[src/rtl/mem_pkg.sv]
// Shared definitions for the unified instruction/data memory port arbiter.
package mem_pkg;

    localparam int ADDR_W_DEF        = 32;
    localparam int DATA_W_DEF        = 32;
    localparam int MAX_DM_STREAK_DEF = 4;

    typedef enum logic [1:0] {
        IDLE    = 2'd0,
        BUSY_IF = 2'd1,
        BUSY_DM = 2'd2
    } arb_state_e;

endpackage

[src/rtl/mem_port_arbiter_chk.sv]
// Protocol checks for the memory port arbiter's requester interfaces.
module mem_port_arbiter_chk
    import mem_pkg::*;
(
    input logic       clk,
    input logic       rst,
    input arb_state_e state_q,
    input logic       dm_req_i
);

    // A data request may not be withdrawn while its transaction is in flight.
    dm_hold_a: assert property (@(posedge clk) disable iff (rst)
        (state_q == BUSY_DM) |-> dm_req_i);

endmodule

[src/rtl/mem_port_arbiter.sv]
// Shares one single-port memory between instruction fetch and the load/store
// stage, with bounded data priority and fetch cancellation on redirect.
module mem_port_arbiter
    import mem_pkg::*;
#(
    parameter int ADDR_W        = ADDR_W_DEF,
    parameter int DATA_W        = DATA_W_DEF,
    parameter int MAX_DM_STREAK = MAX_DM_STREAK_DEF
) (
    input  logic                clk,
    input  logic                rst,
    input  logic                if_req_i,
    input  logic [ADDR_W-1:0]   if_addr_i,
    input  logic                if_flush_i,
    output logic                if_valid_o,
    output logic [DATA_W-1:0]   if_rdata_o,
    input  logic                dm_req_i,
    input  logic                dm_we_i,
    input  logic [DATA_W/8-1:0] dm_be_i,
    input  logic [ADDR_W-1:0]   dm_addr_i,
    input  logic [DATA_W-1:0]   dm_wdata_i,
    output logic                dm_valid_o,
    output logic [DATA_W-1:0]   dm_rdata_o,
    output logic                mem_req_o,
    output logic                mem_we_o,
    output logic [DATA_W/8-1:0] mem_be_o,
    output logic [ADDR_W-1:0]   mem_addr_o,
    output logic [DATA_W-1:0]   mem_wdata_o,
    input  logic                mem_ready_i,
    input  logic [DATA_W-1:0]   mem_rdata_i,
    output logic                stall_fetch_o,
    output logic                stall_mem_o
);

    localparam int BE_W     = DATA_W / 8;
    localparam int STREAK_W = $clog2(MAX_DM_STREAK + 1);
    localparam logic [STREAK_W-1:0] STREAK_MAX  = STREAK_W'(MAX_DM_STREAK);
    localparam logic [STREAK_W-1:0] STREAK_ONE  = STREAK_W'(1'b1);
    localparam logic [STREAK_W-1:0] STREAK_ZERO = {STREAK_W{1'b0}};
    localparam logic [ADDR_W-1:0]   WORD_MASK   = {{(ADDR_W-2){1'b1}}, 2'b00};

    arb_state_e          state_q,     state_d;
    logic [STREAK_W-1:0] streak_q,    streak_d;
    logic                drop_q,      drop_d;
    logic                mem_req_q,   mem_req_d;
    logic                mem_we_q,    mem_we_d;
    logic [BE_W-1:0]     mem_be_q,    mem_be_d;
    logic [ADDR_W-1:0]   mem_addr_q,  mem_addr_d;
    logic [DATA_W-1:0]   mem_wdata_q, mem_wdata_d;
    logic                if_valid_q,  if_valid_d;
    logic [DATA_W-1:0]   if_rdata_q,  if_rdata_d;
    logic                dm_valid_q,  dm_valid_d;
    logic [DATA_W-1:0]   dm_rdata_q,  dm_rdata_d;
    logic                fetch_ok;
    logic                fetch_forced;

    // Arbitration, memory-port sequencing and completion routing.
    always_comb begin
        state_d      = state_q;
        streak_d     = streak_q;
        drop_d       = drop_q;
        mem_req_d    = mem_req_q;
        mem_we_d     = mem_we_q;
        mem_be_d     = mem_be_q;
        mem_addr_d   = mem_addr_q;
        mem_wdata_d  = mem_wdata_q;
        if_valid_d   = 1'b0;
        if_rdata_d   = if_rdata_q;
        dm_valid_d   = 1'b0;
        dm_rdata_d   = dm_rdata_q;
        fetch_ok     = if_req_i & ~if_flush_i;
        fetch_forced = fetch_ok & (streak_q == STREAK_MAX);

        case (state_q)
            IDLE: begin
                if (dm_req_i && !fetch_forced) begin
                    state_d     = BUSY_DM;
                    mem_req_d   = 1'b1;
                    mem_we_d    = dm_we_i;
                    mem_be_d    = dm_be_i;
                    mem_addr_d  = dm_addr_i;
                    mem_wdata_d = dm_wdata_i;
                    // Only data grants that make a waiting fetch wait longer count.
                    if (!if_req_i) begin
                        streak_d = STREAK_ZERO;
                    end else if (streak_q != STREAK_MAX) begin
                        streak_d = streak_q + STREAK_ONE;
                    end else begin
                        streak_d = streak_q;
                    end
                end else if (fetch_ok) begin
                    state_d     = BUSY_IF;
                    mem_req_d   = 1'b1;
                    mem_we_d    = 1'b0;
                    mem_be_d    = {BE_W{1'b1}};
                    mem_addr_d  = if_addr_i & WORD_MASK;
                    mem_wdata_d = {DATA_W{1'b0}};
                    streak_d    = STREAK_ZERO;
                    drop_d      = 1'b0;
                end else if (!if_req_i) begin
                    streak_d = STREAK_ZERO;
                end else begin
                    streak_d = streak_q;
                end
            end

            BUSY_IF: begin
                if (mem_ready_i) begin
                    state_d   = IDLE;
                    mem_req_d = 1'b0;
                    mem_we_d  = 1'b0;
                    drop_d    = 1'b0;
                    // A redirect in the completion cycle cancels the fetch as well.
                    if (!(drop_q || if_flush_i)) begin
                        if_valid_d = 1'b1;
                        if_rdata_d = mem_rdata_i;
                    end else begin
                        if_valid_d = 1'b0;
                    end
                end else if (if_flush_i) begin
                    drop_d = 1'b1;
                end else begin
                    drop_d = drop_q;
                end
            end

            BUSY_DM: begin
                if (mem_ready_i) begin
                    state_d    = IDLE;
                    mem_req_d  = 1'b0;
                    mem_we_d   = 1'b0;
                    dm_valid_d = 1'b1;
                    dm_rdata_d = mem_we_q ? {DATA_W{1'b0}} : mem_rdata_i;
                end else begin
                    dm_valid_d = 1'b0;
                end
            end

            default: begin
                state_d   = IDLE;
                mem_req_d = 1'b0;
                mem_we_d  = 1'b0;
                drop_d    = 1'b0;
            end
        endcase
    end

    // State and registered outputs; reset abandons any in-flight transaction.
    always_ff @(posedge clk) begin
        if (rst) begin
            state_q     <= IDLE;
            streak_q    <= STREAK_ZERO;
            drop_q      <= 1'b0;
            mem_req_q   <= 1'b0;
            mem_we_q    <= 1'b0;
            mem_be_q    <= {BE_W{1'b0}};
            mem_addr_q  <= {ADDR_W{1'b0}};
            mem_wdata_q <= {DATA_W{1'b0}};
            if_valid_q  <= 1'b0;
            if_rdata_q  <= {DATA_W{1'b0}};
            dm_valid_q  <= 1'b0;
            dm_rdata_q  <= {DATA_W{1'b0}};
        end else begin
            state_q     <= state_d;
            streak_q    <= streak_d;
            drop_q      <= drop_d;
            mem_req_q   <= mem_req_d;
            mem_we_q    <= mem_we_d;
            mem_be_q    <= mem_be_d;
            mem_addr_q  <= mem_addr_d;
            mem_wdata_q <= mem_wdata_d;
            if_valid_q  <= if_valid_d;
            if_rdata_q  <= if_rdata_d;
            dm_valid_q  <= dm_valid_d;
            dm_rdata_q  <= dm_rdata_d;
        end
    end

    assign mem_req_o     = mem_req_q;
    assign mem_we_o      = mem_we_q;
    assign mem_be_o      = mem_be_q;
    assign mem_addr_o    = mem_addr_q;
    assign mem_wdata_o   = mem_wdata_q;
    assign if_valid_o    = if_valid_q;
    assign if_rdata_o    = if_rdata_q;
    assign dm_valid_o    = dm_valid_q;
    assign dm_rdata_o    = dm_rdata_q;
    assign stall_fetch_o = if_req_i & ~if_valid_q;
    assign stall_mem_o   = dm_req_i & ~dm_valid_q;

    mem_port_arbiter_chk u_chk (
        .clk      (clk),
        .rst      (rst),
        .state_q  (state_q),
        .dm_req_i (dm_req_i)
    );

endmodule

[config.mk]
export PLATFORM = sky130hd
export DESIGN_NAME = mem_port_arbiter
export DESIGN_NICKNAME = d
export VERILOG_FILES = /design/src/rtl/mem_pkg.sv /design/src/rtl/mem_port_arbiter_chk.sv /design/src/rtl/mem_port_arbiter.sv
export SDC_FILE = /design/constraint.sdc
export NUM_CORES = 1
export LEC_CHECK = 0
export CORE_MARGIN = 1
export CORE_UTILIZATION = 41
export DETAILED_ROUTE_END_ITERATION = 16
export PLACE_DENSITY = 0.83
export SLEW_MARGIN = 20
export SYNTH_ARGS = -nofsm -noshare
export SYNTH_HDL_FRONTEND = slang
export SYNTH_SLANG_ARGS = --single-unit
[constraint.sdc]
create_clock -name clk -period 2.07 [get_ports clk]
set_clock_uncertainty 0.2 [all_clocks]
set_input_delay 0.414 -clock clk [delete_from_list [all_inputs] [get_ports clk]]
set_output_delay 0.414 -clock clk [all_outputs]
set_load 0.02 [all_outputs]
==> qor_table.md, run 1 <==
| Parameter | Reported |
|---|---|
| Ranking of synthesized cells by area | sky130_fd_sc_hd__dfxtp_1 49%, sky130_fd_sc_hd__nand2_1 8.7%, sky130_fd_sc_hd__o221a_2 5.8% |
| Synthesized area divided by synthesized cell count | 9.27 µm² |
| RePlAce Congestion | 0.774 |
| Netlist Area Pre-Place | 5810 µm² |
| TritonCTS Buffers | 17 |
| Global-route wire length before repair | 28.5 mm |
| Largest net degree at the start of global routing | 83 |
| Sequential share of the synthesized area | 48.9% |
| Final critical delay including setup and external delays | 2.03 ns |
| Most used flip-flop cell after synthesis | sky130_fd_sc_hd__dfxtp_1 |
| Clock sink total | 142 |
| Worst Setup Slack, final | 0.0447 ns |
| Number of distinct library cell variants in the gate-level netlist after synthesis | 40 |
| Remaining design rule violation count | 0 |
| H-tree levels | 4 |
| Leakage power | 3.51 nW |
| Placed Area | 8810 µm² |
| Antenna violations before repair | 0 |
| Max layer used | met4 |
| Post-CTS Setup Bufs | 0 |
| Cells along the critical path | clkdlybuf4s50_1 > nor2b_1 > clkdlybuf4s15_2 |
| Fraction of registers with async set or reset after synthesis | 0% |
| Count of port buffers added during placement | 274 |
| Latest clock arrival within the worst-skew pair | 0.41 ns |
| Routed wirelength normalized by instance count | 16.8 µm |
| Standard cell with the maximum stage delay on the critical path | sky130_fd_sc_hd__clkdlybuf4s50_1 |
| Critical path required time | 1.46 ns |
| Setup violations, final | 0 |
| Non-filler instance count after layout | 1075 |
| Arrival time of data at the critical path endpoint | 1.41 ns |
| Initial Utilization | 42.0% |
| Post-synth top area share | 48.9% |
| Horiz. Die Dim | 121 µm |
| Cell area power density | 781 nW/µm² |
| Routed wire length | 18.1 mm |
| Routed length on met2 | 8.92 mm |
| Library cell with the largest summed area after synthesis | sky130_fd_sc_hd__dfxtp_1 |
| Area taken by flip-flops and latches | 2840 µm² |
| Final-report max-slew violation count | 0 |
| Max-slew headroom at the worst pin | 68.9% |
| Most frequent standard cell in the layout excluding fill and tap cells | sky130_fd_sc_hd__clkdlybuf4s50_1 |
| Synthesis-stage register bit count | 142 |
| Synthesis-to-layout area growth | 61.2% |
| CTS hold repair buffers | 0 |
| Number of maximum-capacitance violations | 0 |
| Routed metal-1 wire length | 7.58 mm |
| Maximum clock path buffer count | 2 |
| Detailed-placement wirelength estimate | 12.3 mm |
| Pre-CTS setup slack | -0.304 ns |
| Placed Instances | 1043 |
| Count of yosys warnings during synthesis | 0 |
| Number of enable-type register cells in the synthesized netlist | 0 |
| Total number of nets in the final design | 1026 |
| Area taken by multi-input logic gates | 2530 µm² |
| Post-route antenna net violation count | 0 |
| Worst setup SP type | input port |
| Crit Path Class | in -> out |
| Vias in the first global route | 5660 |
| Share of layout cells above drive strength 1 | 11.1% |
| Crit-path max FO | 4 |
| DR vias/cell | 5.33 |
| Global-route usage over all layers | 24.4% |
| Cells after Synth | 627 |
| Design area | 9370 µm² |
| Number of inserted diodes | 0 |
| Final Hold Fails | 0 |
| Top library cells by usage in the layout, fill and taps aside | 269 x sky130_fd_sc_hd__clkdlybuf4s50_1, 142 x sky130_fd_sc_hd__dfxtp_1, 135 x sky130_fd_sc_hd__nand2_1 |
| Total die area | 14700 µm² |
| IO Pins | 277 |
| Drt pass-1 iters | 4 |
| Clock root buffer | sky130_fd_sc_hd__clkbuf_16 |
| Setup crit end kind | primary output |
| CTS clock-pin slew for the worst setup and hold paths | 0.06 ns |
| Slew of the pin with the lowest slew margin | 0.467 ns |
| CTS tree | done |
| Initial DRC Count | 431 |
| Worst min-delay path class | in -> reg |
| Achievable frequency | 494 MHz |
| Die Span Y | 121 µm |
| Core region area | 13800 µm² |
| Maximum cell stage delay along the critical path | 0.55 ns |
| Run status | finished, final reports clean |
| Final hold slack | 0.244 ns |
| Largest voltage drop on the vdd net | 0.793 mV |
| Share of the cycle needed by the critical path after routing | 97.8% |
| Amount of wire on met3 after detailed routing | 1.19 mm |
| Syn_nets | 771 |
| Fill cell instance count of the final layout | 1105 |
| Leftover overflow at the end of global routing | 0 |
| End-of-flow core utilization | 67.7% |
| Via count of the routed design | 5732 |
| Rows | 43 |
stage by stage:
stage	setup TNS, ns	total power [mW]
floorplan	0	3.75
global placement	-12.10	4.52
detailed placement	-12.89	4.54
CTS	0	7.39
global route	-0.00443	7.61
finish	0	7.32
worst max-delay path, delay by kind of cell:
kind                   cells  cell delay, ns
buffers and inverters      2            0.83
and+or+nand+nor            1            0.16
area by class of cell:
type	count	share of cell area, %
Timing Repair Buffer	301	32.6
Sequential cell	142	30.4
Multi-Input combinational cell	376	27.1
Clock buffer	19	4.62
Tap cell	180	2.40
Inverter	44	1.76
Clock inverter	13	1.23
kinds of logic (layout without fill, tap and decap cells):
kind of cell    Yosys count  in the layout  synth area share (%)
compound gates          214            214                  30.4
fa+ha+maj                 5              5                  1.08
buf+inv                 109            377                  8.10
flops                   142            142                  48.9
mux                       1              1                 0.172
simple gates            156            156                  11.3
state kept, by name, summed over array words and instances (netlist names):
register,count
mem_we_o,1
mem_be_o,4
dm_rdata_o,32
streak_q,3
mem_addr_o,32
mem_wdata_o,32
mem_req_o,1
drop_q,1
if_valid_o,1
dm_valid_o,1
if_rdata_o,32
state_q,2
path summary, 6_finish.rpt:
| check | from | end | cells after the start | slack (ns) |
|---|---|---|---|---|
| max | if_req_i | stall_fetch_o | 3 | 0.04 |
| min | rst | dm_valid_o | 2 | 0.24 |
| max reg2reg | streak_q[0] | mem_addr_o[28] | 5 | 0.11 |
| min reg2reg | if_rdata_o[28] | if_rdata_o[28] | 2 | 0.25 |
cell usage after synthesis (2+ instances only):
master,instances
sky130_fd_sc_hd__dfxtp_1,142
sky130_fd_sc_hd__nand2_1,135
sky130_fd_sc_hd__inv_1,43
sky130_fd_sc_hd__a21oi_1,38
sky130_fd_sc_hd__o32ai_1,35
sky130_fd_sc_hd__a22o_1,32
sky130_fd_sc_hd__a21boi_0,31
sky130_fd_sc_hd__o221a_2,30
sky130_fd_sc_hd__o221ai_1,30
sky130_fd_sc_hd__clkbuf_1,29
sky130_fd_sc_hd__buf_2,22
sky130_fd_sc_hd__buf_4,9
sky130_fd_sc_hd__buf_1,5
sky130_fd_sc_hd__ha_1,5
sky130_fd_sc_hd__o221a_1,5
sky130_fd_sc_hd__nor2_1,4
sky130_fd_sc_hd__nor2b_1,4
sky130_fd_sc_hd__a221o_1,2
sky130_fd_sc_hd__nand3_1,2
sky130_fd_sc_hd__nand4_1,2
sky130_fd_sc_hd__o211ai_1,2
sky130_fd_sc_hd__o21ai_0,2
power breakdown:
part           total, mW  switching [mW]  internal [mW]
combinational       1.48           0.698          0.784
sequential          3.00          0.0911           2.91
clock               2.84            1.18           1.65
total               7.32            1.97           5.34
timing repair:
item,in CTS,in global routing
pin swaps,0,1
resized for setup,4,2
endpoints found under the setup margin,2,10
per-layer routing:
metal,GRT usage [%],up-vias
li1,-,2791
met1,29.3,2722
met2,41.3,193
met3,7.33,26
met4,8.33,0
met5,0,-
Power figures use the tool's default switching activity.
==> run 2, diff against run 1 <==
--- a/config.mk
+++ b/config.mk
@@ -9,6 +9,7 @@
 export CORE_UTILIZATION = 41
 export DETAILED_ROUTE_END_ITERATION = 16
 export PLACE_DENSITY = 0.83
+export REMOVE_ABC_BUFFERS = 1
 export SLEW_MARGIN = 20
 export SYNTH_ARGS = -nofsm -noshare
 export SYNTH_HDL_FRONTEND = slang
==> run 2 against run 1 <==
Non-clock buffer count decreased by 3. Clock power fell by 1%. Critical path depth is 2 lower. Utilization shrank 0.20 points. Cell area down 0.29%. Final cell count is 0.47% lower. Total power is 0.45% lower. Via count is 1.9% higher. Sequential cell count stayed put. Hold slack got worse by 0.098 ns.
==> qor_table.md, run 2 (synthesis results as in run 1) <==
| Parameter | Reported |
|---|---|
| Run status | finished, final reports clean |
| RePlAce Congestion | 0.749 |
| Number of maximum-capacitance violations | 0 |
| GR Util met1 | 29.1% |
| Maximum cell stage delay along the critical path | 0.63 ns |
| Largest voltage drop on the vdd net | 0.604 mV |
| Total die area | 14700 µm² |
| Routed wirelength normalized by instance count | 17.1 µm |
| Core region area | 13800 µm² |
| Slew of the pin with the lowest slew margin | 0.419 ns |
| Design area | 9340 µm² |
| Most frequent standard cell in the layout excluding fill and tap cells | sky130_fd_sc_hd__clkdlybuf4s50_1 |
| Setup violations, final | 0 |
| Final critical delay including setup and external delays | 2.04 ns |
| Post-route antenna net violation count | 0 |
| Global routing's busiest layer | met2 |
| Global routing usage on met2 | 41.8% |
| Count of port buffers added during placement | 274 |
| Global-route wire length before repair | 28.7 mm |
| CTS hold repair buffers | 0 |
| Largest net degree at the start of global routing | 67 |
| Antenna violations before repair | 0 |
| Crit-path max FO | 2 |
| Leftover overflow at the end of global routing | 0 |
| Vias in the first global route | 5704 |
| Remaining design rule violation count | 0 |
| Share of layout cells above drive strength 1 | 10.6% |
| Detailed-placement wirelength estimate | 12.3 mm |
| Clock sink total | 142 |
| Maximum clock path buffer count | 2 |
| Initial Utilization | 42.0% |
| Routed wire length | 18.3 mm |
| Total number of nets in the final design | 1023 |
| Final-report max-slew violation count | 0 |
| Worst min-delay path class | in -> reg |
| CTS clock-pin slew for the worst setup and hold paths | 0.06 ns |
| DR vias/cell | 5.46 |
| Die Span Y | 121 µm |
| Top library cells by usage in the layout, fill and taps aside | 265 x sky130_fd_sc_hd__clkdlybuf4s50_1, 142 x sky130_fd_sc_hd__dfxtp_1, 135 x sky130_fd_sc_hd__nand2_1 |
| Max-slew headroom at the worst pin | 72.0% |
| Post-CTS Setup Bufs | 0 |
| Standard cell with the maximum stage delay on the critical path | sky130_fd_sc_hd__clkdlybuf4s50_1 |
| Unrepaired setup endpoints after global routing | false |
| Met3 Usage GRT | 8.13% |
| Clock root buffer | sky130_fd_sc_hd__clkbuf_16 |
| Final Hold Fails | 0 |
| Arrival time of data at the critical path endpoint | 1.43 ns |
| Via count of the routed design | 5842 |
| Number of inserted diodes | 0 |
| End-of-flow core utilization | 67.5% |
| IO Pins | 277 |
| Rows | 43 |
| Share of the cycle needed by the critical path after routing | 98.6% |
| Cell area power density | 780 nW/µm² |
| Critical path required time | 1.46 ns |
| Cells along the critical path | clkdlybuf4s50_1 |
| Crit Path Class | reg -> out |
| Drt pass-1 iters | 4 |
| Achievable frequency | 490 MHz |
| Synthesis-to-layout area growth | 60.7% |
| TritonCTS Buffers | 17 |
| H-tree levels | 4 |
| Initial DRC Count | 374 |
| Placed Area | 8800 µm² |
| Horiz. Die Dim | 121 µm |
| Latest clock arrival within the worst-skew pair | 0.41 ns |
| Worst setup SP type | register |
| Leakage power | 3.54 nW |
| Category of cells accounting for the largest share of critical-path delay | buffers and inverters |
| CTS tree | done |
| Worst path bufs/invs | 1 |
| Global-route usage over all layers | 25.0% |
| Setup crit end kind | primary output |
==> run 2: path summary, 6_finish.rpt <==
path	end	slack, ns	depth (start not counted)	from
worst max-delay path	dm_rdata_o[28]	0.03	1	dm_rdata_o[28]
worst min register to register	if_rdata_o[9]	0.25	2	if_rdata_o[9]
worst min-delay path	dm_valid_o	0.15	2	rst
worst max register to register	mem_we_o	0.13	5	streak_q[0]
==> run 2: routing by layer <==
metal,part of all wire [%],vias to the layer above
met5,0,-
met4,2.3,0
li1,-,2787
met1,40,2777
met3,9.2,32
met2,49,246
==> run 2: power by group <==
group | leakage (nW) | switching [mW] | internal [mW]
sequential | 1.16 | 0.0993 | 2.91
combinational | 2.12 | 0.701 | 0.776
clock | 0.261 | 1.14 | 1.66
total | 3.54 | 1.94 | 5.34
==> run 2: stage by stage <==
stage	TNS, ns	total power [mW]	instances	hold WS [ns]	worst slack [ns]
floorplan	-150.57	3.67	562	0.255	-1.37
global placement	-9.13	4.52	1040	0.241	-0.210
detailed placement	-9.71	4.54	1040	0.247	-0.222
CTS	0	7.34	1070	0.130	0.0165
global route	0	7.57	1070	0.174	0.0000830
finish	0	7.28	1070	0.146	0.0289
==> run 2: timing repair <==
item	CTS	global route
hold endpoints to repair	0	0
endpoints found under the setup margin	4	2
resized for setup	4	2
==> run 2: cell type report <==
| class | instances | area, µm² |
|---|---|---|
| Multi-Input combinational cell | 376 | 2530 |
| Timing Repair Buffer | 298 | 3040 |
| Sequential cell | 142 | 2840 |
| Clock buffer | 19 | 443 |
| Inverter | 44 | 165 |
| Fill cell | 1084 | 4490 |
| Tap cell | 180 | 225 |
| Clock inverter | 11 | 95.1 |
